### src/rtl/div_pkg.sv
// Shared widths, iteration count and FSM state type for the 16-by-8 restoring divider.
package div_pkg;

  localparam int DIVIDEND_W = 16;
  localparam int DIVISOR_W  = 8;
  localparam int REM_W      = DIVISOR_W + 1;
  localparam int ITER_N     = 16;
  localparam int CNT_W      = $clog2(ITER_N);

  localparam logic [CNT_W-1:0]      CNT_LAST      = CNT_W'(ITER_N - 1);
  localparam logic [DIVIDEND_W-1:0] DIV0_QUOTIENT = 16'hFFFF;

  typedef enum logic [1:0] {
    IDLE = 2'd0,
    CALC = 2'd1,
    DONE = 2'd2
  } state_t;

endpackage

### src/rtl/div_16_by_8_if.sv
// Request/result bundle for div_16_by_8; div_zero exists only when DIV_ZERO_FLAG_EN is defined.
interface div_16_by_8_if;
  import div_pkg::*;

  logic                  start;
  logic [DIVIDEND_W-1:0] dividend;
  logic [DIVISOR_W-1:0]  divisor;
  logic [DIVIDEND_W-1:0] quotient;
  logic [DIVISOR_W-1:0]  remainder;
  logic                  busy;
  logic                  done;

`ifdef DIV_ZERO_FLAG_EN
  logic                  div_zero;

  modport master (
    output start, dividend, divisor,
    input  quotient, remainder, busy, done, div_zero
  );

  modport slave (
    input  start, dividend, divisor,
    output quotient, remainder, busy, done, div_zero
  );
`else
  modport master (
    output start, dividend, divisor,
    input  quotient, remainder, busy, done
  );

  modport slave (
    input  start, dividend, divisor,
    output quotient, remainder, busy, done
  );
`endif

endinterface

### src/rtl/div_step.sv
// One restoring-division iteration: shift in a dividend bit, compare, conditionally subtract.
module div_step
  import div_pkg::*;
(
  input  logic [REM_W-1:0]     rem_in,
  input  logic                 bit_in,
  input  logic [DIVISOR_W-1:0] divisor,
  output logic [REM_W-1:0]     rem_out,
  output logic                 q_bit
);

  logic [REM_W-1:0] shifted;

  always_comb begin
    shifted = {rem_in[REM_W-2:0], bit_in};
    // a set top bit means the true shifted value is >= 512, above any divisor
    q_bit   = rem_in[REM_W-1] | (shifted >= {1'b0, divisor});
    rem_out = q_bit ? (shifted - {1'b0, divisor}) : shifted;
  end

endmodule

### src/rtl/div_16_by_8.sv
// 16/8 unsigned restoring divider, one quotient bit per clock, MSB first.
// Optional DIV_ZERO_FLAG_EN: adds div_zero and short-circuits divide-by-zero straight to DONE.
//
// state | meaning
// IDLE  | waiting for start; operands captured on accepted start
// CALC  | 16 restoring iterations, busy high
// DONE  | one-cycle done pulse, results valid
module div_16_by_8
  import div_pkg::*;
(
  input  logic          clk,
  input  logic          rst_n,
  div_16_by_8_if.slave  bus
);

  state_t                state;
  logic [DIVIDEND_W-1:0] dvd;
  logic [DIVISOR_W-1:0]  dsr;
  logic [REM_W-1:0]      rem;
  logic [CNT_W-1:0]      cnt;
  logic [DIVIDEND_W-1:0] quotient_q;
  logic [DIVISOR_W-1:0]  remainder_q;
  logic                  busy_q;
  logic                  done_q;
  logic [REM_W-1:0]      rem_next;
  logic                  q_bit;

  div_step u_step (
    .rem_in  (rem),
    .bit_in  (dvd[DIVIDEND_W-1]),
    .divisor (dsr),
    .rem_out (rem_next),
    .q_bit   (q_bit)
  );

`ifdef DIV_ZERO_FLAG_EN
  logic div_zero_q;
  assign bus.div_zero = div_zero_q;
`endif

  assign bus.quotient  = quotient_q;
  assign bus.remainder = remainder_q;
  assign bus.busy      = busy_q;
  assign bus.done      = done_q;

  always_ff @(posedge clk or negedge rst_n) begin
    if (!rst_n) begin
      state       <= IDLE;
      dvd         <= '0;
      dsr         <= '0;
      rem         <= '0;
      cnt         <= '0;
      quotient_q  <= '0;
      remainder_q <= '0;
      busy_q      <= 1'b0;
      done_q      <= 1'b0;
`ifdef DIV_ZERO_FLAG_EN
      div_zero_q  <= 1'b0;
`endif
    end else begin
      case (state)
        IDLE: begin
          if (bus.start) begin
            dvd <= bus.dividend;
            dsr <= bus.divisor;
            rem <= '0;
            cnt <= '0;
`ifdef DIV_ZERO_FLAG_EN
            if (bus.divisor == '0) begin
              quotient_q  <= DIV0_QUOTIENT;
              remainder_q <= bus.dividend[DIVISOR_W-1:0];
              done_q      <= 1'b1;
              div_zero_q  <= 1'b1;
              state       <= DONE;
            end else begin
              busy_q <= 1'b1;
              state  <= CALC;
            end
`else
            busy_q <= 1'b1;
            state  <= CALC;
`endif
          end
        end

        CALC: begin
          // dvd doubles as the quotient shift register: dividend bits leave the top, quotient bits enter the bottom
          dvd <= {dvd[DIVIDEND_W-2:0], q_bit};
          rem <= rem_next;
          cnt <= cnt + CNT_W'(1);
          if (cnt == CNT_LAST) begin
            quotient_q  <= {dvd[DIVIDEND_W-2:0], q_bit};
            remainder_q <= rem_next[DIVISOR_W-1:0];
            busy_q      <= 1'b0;
            done_q      <= 1'b1;
            state       <= DONE;
          end
        end

        DONE: begin
          done_q <= 1'b0;
`ifdef DIV_ZERO_FLAG_EN
          div_zero_q <= 1'b0;
`endif
          state  <= IDLE;
        end

        default: begin
          busy_q <= 1'b0;
          done_q <= 1'b0;
          state  <= IDLE;
        end
      endcase
    end
  end

endmodule
### src/flat_wrapper.sv
// flat-port wrapper written by rule: the top's interface ports become plain ports
module div_16_by_8_flat import div_pkg::*;
  (clk, rst_n, bus_start, bus_dividend, bus_divisor, bus_quotient, bus_remainder, bus_busy, bus_done);
  div_16_by_8_if bus_i ();
  input  logic clk;
  input  logic rst_n;
  input wire logic [$bits(bus_i.start)-1:0] bus_start;
  input wire logic [$bits(bus_i.dividend)-1:0] bus_dividend;
  input wire logic [$bits(bus_i.divisor)-1:0] bus_divisor;
  output wire logic [$bits(bus_i.quotient)-1:0] bus_quotient;
  output wire logic [$bits(bus_i.remainder)-1:0] bus_remainder;
  output wire logic [$bits(bus_i.busy)-1:0] bus_busy;
  output wire logic [$bits(bus_i.done)-1:0] bus_done;
  assign bus_i.start = bus_start;
  assign bus_i.dividend = bus_dividend;
  assign bus_i.divisor = bus_divisor;
  assign bus_quotient = bus_i.quotient;
  assign bus_remainder = bus_i.remainder;
  assign bus_busy = bus_i.busy;
  assign bus_done = bus_i.done;
  div_16_by_8 u_core (.clk(clk), .rst_n(rst_n), .bus(bus_i));
endmodule
### config.mk
export PLATFORM = sky130hd
export DESIGN_NAME = div_16_by_8_flat
export DESIGN_NICKNAME = d
export VERILOG_FILES = /design/src/rtl/div_pkg.sv /design/src/rtl/div_16_by_8_if.sv /design/src/rtl/div_step.sv /design/src/rtl/div_16_by_8.sv /design/src/flat_wrapper.sv
export SDC_FILE = /design/constraint.sdc
export NUM_CORES = 1
export LEC_CHECK = 0
export CORE_MARGIN = 1.5
export CORE_UTILIZATION = 50
export CTS_CLUSTER_SIZE = 8
export DETAILED_ROUTE_END_ITERATION = 8
export HOLD_SLACK_MARGIN = 0.15
export PLACE_DENSITY = 0.84
export RECOVER_POWER = 25
export SLEW_MARGIN = 20
export SYNTH_ARGS = -nofsm -noshare
export SYNTH_HDL_FRONTEND = slang
export SYNTH_HIERARCHICAL = 1
export SYNTH_SLANG_ARGS = --single-unit
export TNS_END_PERCENT = 20
### constraint.sdc
create_clock -name clk -period 4.4 [get_ports clk]
set_input_delay 1.32 -clock clk [delete_from_list [all_inputs] [get_ports clk]]
set_output_delay 1.32 -clock clk [all_outputs]
set_load 0.005 [all_outputs]
==> results.txt <==
Synth area leaders -> dfrtp_1 (49%), mux2_4 (9.0%), mux2_2 (4.7%), o21ai_0 (3.6%), a22oi_1 (3.6%)
DP HPWL -> 4560 um
max_slew headroom -> 24.2%
n_diodes -> 0
Yosys top cell area share -> 49.0%
CTS Buf Count -> 9
CTS tree -> done
max-slew violations -> 0
drt first pass iters -> 5
nets -> 372
Routed WL -> 6740 um
global-route wire length before repair -> 11200 um
number of antenna violations at the first check in global routing -> 0
Final setup viols -> 0
Hold Crit Depth -> 1
Synth area leader -> dfrtp_1
Crit Path Category -> in -> reg
Post-Synthesis Cells -> 283
fmax -> 0.345 GHz
Post-Syn Nets -> 320
Crit Reg-Reg Endpoint -> u_core/bus.remainder[0]
R2R setup slack -> 1.76 ns
ANT nets after route -> 0
worst min-delay path class -> reg -> reg
Initial DRC Count -> 167
drt wl/cell -> 16.2 um
initial core utilization -> 52.0%
footprint of the multi-input gates -> 0.00152 mm^2
pre-CTS WS -> 1.25 ns
Min-Delay Endpoint -> u_core/cnt[3]
Worst Hold Launch -> u_core/cnt[3]
Critical Path Source Type -> input pin
post-synthesis average cell area -> 11.7 um^2
final hold violations -> 0
Die Wd -> 84.5 um
slowest CP cell -> nor2b_1
vias in the first global route -> 2275
Top cell by count, worst path -> buf_4
H-tree Lvls -> 3
period utilization -> 65.9%
grt total ovfl -> 0
crit path DAT -> 3.16 ns
core footprint -> 0.00639 mm^2
CTS clk-pin slew, worst paths -> 0.08 ns
Area growth syn-to-layout -> 21.7%
Post-CTS Setup Bufs -> 0
unrepaired setup endpoints after global routing -> no
Switching Power -> 0.00121 W
pin count of the biggest net entering global routing -> 46
Fillers -> 494
internal power -> 0.00209 W
via count -> 2355
Reg-to-Reg Start -> u_core/state[0]
post-layout min period -> 2.90 ns
Leakage Power -> 1.75 nW
Clock Latency Late Sink -> 0.35 ns
post-synthesis sequential area ratio -> 49.0%
via/cell ratio -> 5.65
Logic pwr share -> 50.4%
CP Cell Sequence -> clkdlybuf4s50_1 > buf_4 > nor2b_1 > buf_4 > a21oi_1 > o21ai_0
Boundary Pins -> 53
row cnt -> 29
CP endpoint kind -> register
register area -> 0.00163 mm^2
setup TNS -> 0 ns
Hold Buf Count CTS -> 0
Net Sw Frac -> 36.7%
yosys synthesis warning count -> 6
maximum VDD drop -> 0.000460 V
sequential cell fraction of total power -> 34.1%
synthesis-stage register bit count -> 65
count of cells resized by post-cts repair -> 0
chip height -> 84.5 um
Register-to-Register Path Depth -> 3
outcome -> finished clean
Placer Congestion -> 0.886
max incr delay on CP -> 0.63 ns
Distinct cells, synth -> 45
Remaining DRCs -> 0
Layout Skew -> 0.0100 ns
maxcap violations -> 0
GRT Total Usage -> 20.3%
CTS root buffer -> clkbuf_8
Setup WS post-layout -> 1.50 ns
die area -> 0.00714 mm^2
layout cells sized above 1 -> 17.9%
mapped cell area -> 0.00332 mm^2
Clock Power Share -> 15.4%
CP max FO -> 19
clk sinks -> 65
I/O Buffers -> 52
CP Data Required Time -> 4.66 ns
Slew @ Worst Pin -> 1.14 ns
Pwr Density -> 818 mW/mm^2
maximum root-to-sink buffer count -> 2
worst max path at each step:
stage / cells past startpoint / startpoint / slack (ns) / endpoint
finish: 6 / bus_start / 1.50 / u_core/dvd[13]
global route: 2 / rst_n / 1.10 / u_core/rem[3]
CTS: 6 / bus_start / 1.52 / u_core/dvd[13]
detailed placement: 6 / bus_start / 1.25 / u_core/dvd[13]
global placement: 6 / bus_start / 1.30 / u_core/dvd[10]
floorplan: 8 / u_core/rem[5] / 2.21 / u_core/bus.remainder[3]
through the flow:
stage	hold slack, ns	total power [W]	instances	cell area, um^2	util (%)
detailed placement	0.460	0.00280	401	3840	60.1
CTS	0.476	0.00332	417	4040	63.3
global placement	0.446	0.00273	401	3840	60.1
global route	0.502	0.00354	417	4040	63.3
floorplan	0.432	0.00230	283	3320	-
finish	0.478	0.00331	417	4040	63.3
area by class of cell:
| class | count | area share, % |
|---|---|---|
| repair buffers | 56 | 13.4 |
| flip-flops and latches | 65 | 40.3 |
| clock inverters | 7 | 1.95 |
| clock buffers | 9 | 3.07 |
| well taps | 77 | 2.38 |
| multi-input cells | 188 | 37.5 |
| inverters | 15 | 1.39 |
cell usage after synthesis:
cell type  number
a21o_1          1
a21oi_1        20
fa_1            1
buf_8           1
o31ai_1         2
o211ai_2        1
o21ai_1         1
nand4_1         3
a22o_1         11
nor2b_1        17
nand2b_1        5
buf_1           1
a21boi_0        1
a21oi_2         1
o21bai_1        1
mux2_4         20
nor2_1          7
nor2_2          1
nand2_1         5
dfrtp_1        65
o21ai_0        24
buf_2           5
nor2b_4         1
ha_1            9
nor3b_1         1
o31a_1          1
and2b_1         1
and3_1          1
buf_6           2
mux2i_1         2
xnor2_1         3
o22ai_1         1
nor3_1          2
o32ai_1         1
mux2_2         14
and2_4          2
inv_1          15
o21a_1          1
xor2_1          1
buf_12          2
nand3_1         5
o211ai_4        1
a211oi_1        3
a22oi_1        16
clkbuf_1        4
per-layer routing:
metal | track usage, % | vias up | routed length [um]
met2 | 29.1 | 67 | 3090
met1 | 28.5 | 1154 | 3180
met3 | 4.82 | 10 | 336
li1 | - | 1124 | -
met5 | 0 | - | 0
met4 | 10.9 | 0 | 136
power groups by stage:
stage / clock, W / sequential [W] / combinational [W]
final: 0.000511 / 0.00113 / 0.00167
after global routing: 0.000554 / 0.00117 / 0.00182
after CTS: 0.000526 / 0.00113 / 0.00167
after detailed placement: 0 / 0.00113 / 0.00167
after global placement: 0 / 0.00112 / 0.00161
after floorplan: 0 / 0.00107 / 0.00123
worst max-delay path, delay by kind of cell:
kind                   cells  cell delay [ns]
and+or+nand+nor            1             0.63
AOI/OAI and AO/OA          2             0.25
buffers and inverters      3             0.96
state kept, by name, summed over array words and instances (netlist names):
signal                cells
u_core/bus.done           1
u_core/bus.quotient      16
u_core/dvd               16
u_core/bus.remainder      8
u_core/state              2
u_core/rem                9
u_core/bus.busy           1
u_core/dsr                8
u_core/cnt                4
cell usage in the layout, fill, tap and decap left out, types with 2 or more instances in the layout:
master and instances:
a211oi_1 3, a21oi_1 20, a22o_1 11, a22oi_1 16, and2_4 2, buf_4 3, clkbuf_8 9, clkdlybuf4s50_1 51
clkinv_4 3, dfrtp_1 65, ha_1 9, inv_1 15, inv_6 2, mux2_2 14, mux2_4 20, mux2i_1 2
nand2_1 5, nand2b_1 5, nand3_1 5, nand4_1 3, nor2_1 7, nor2b_1 17, nor3_1 2, o21ai_0 24
o31ai_1 2, xnor2_1 3
kinds of logic (layout without fill, tap and decap cells):
kind of cell / count (synthesis) / after routing / share of synthesized area [%]
XOR/XNOR: 4 / 4 / 1.06
multiplexers: 36 / 36 / 14.4
buffers and inverters: 30 / 87 / 5.35
AO/OA/AOI/OAI: 87 / 87 / 17.3
AND/OR/NAND/NOR: 51 / 51 / 8.89
flip-flops: 65 / 65 / 49.0
adder cells (fa/ha/maj): 10 / 10 / 3.99
Power figures use the tool's default switching activity.
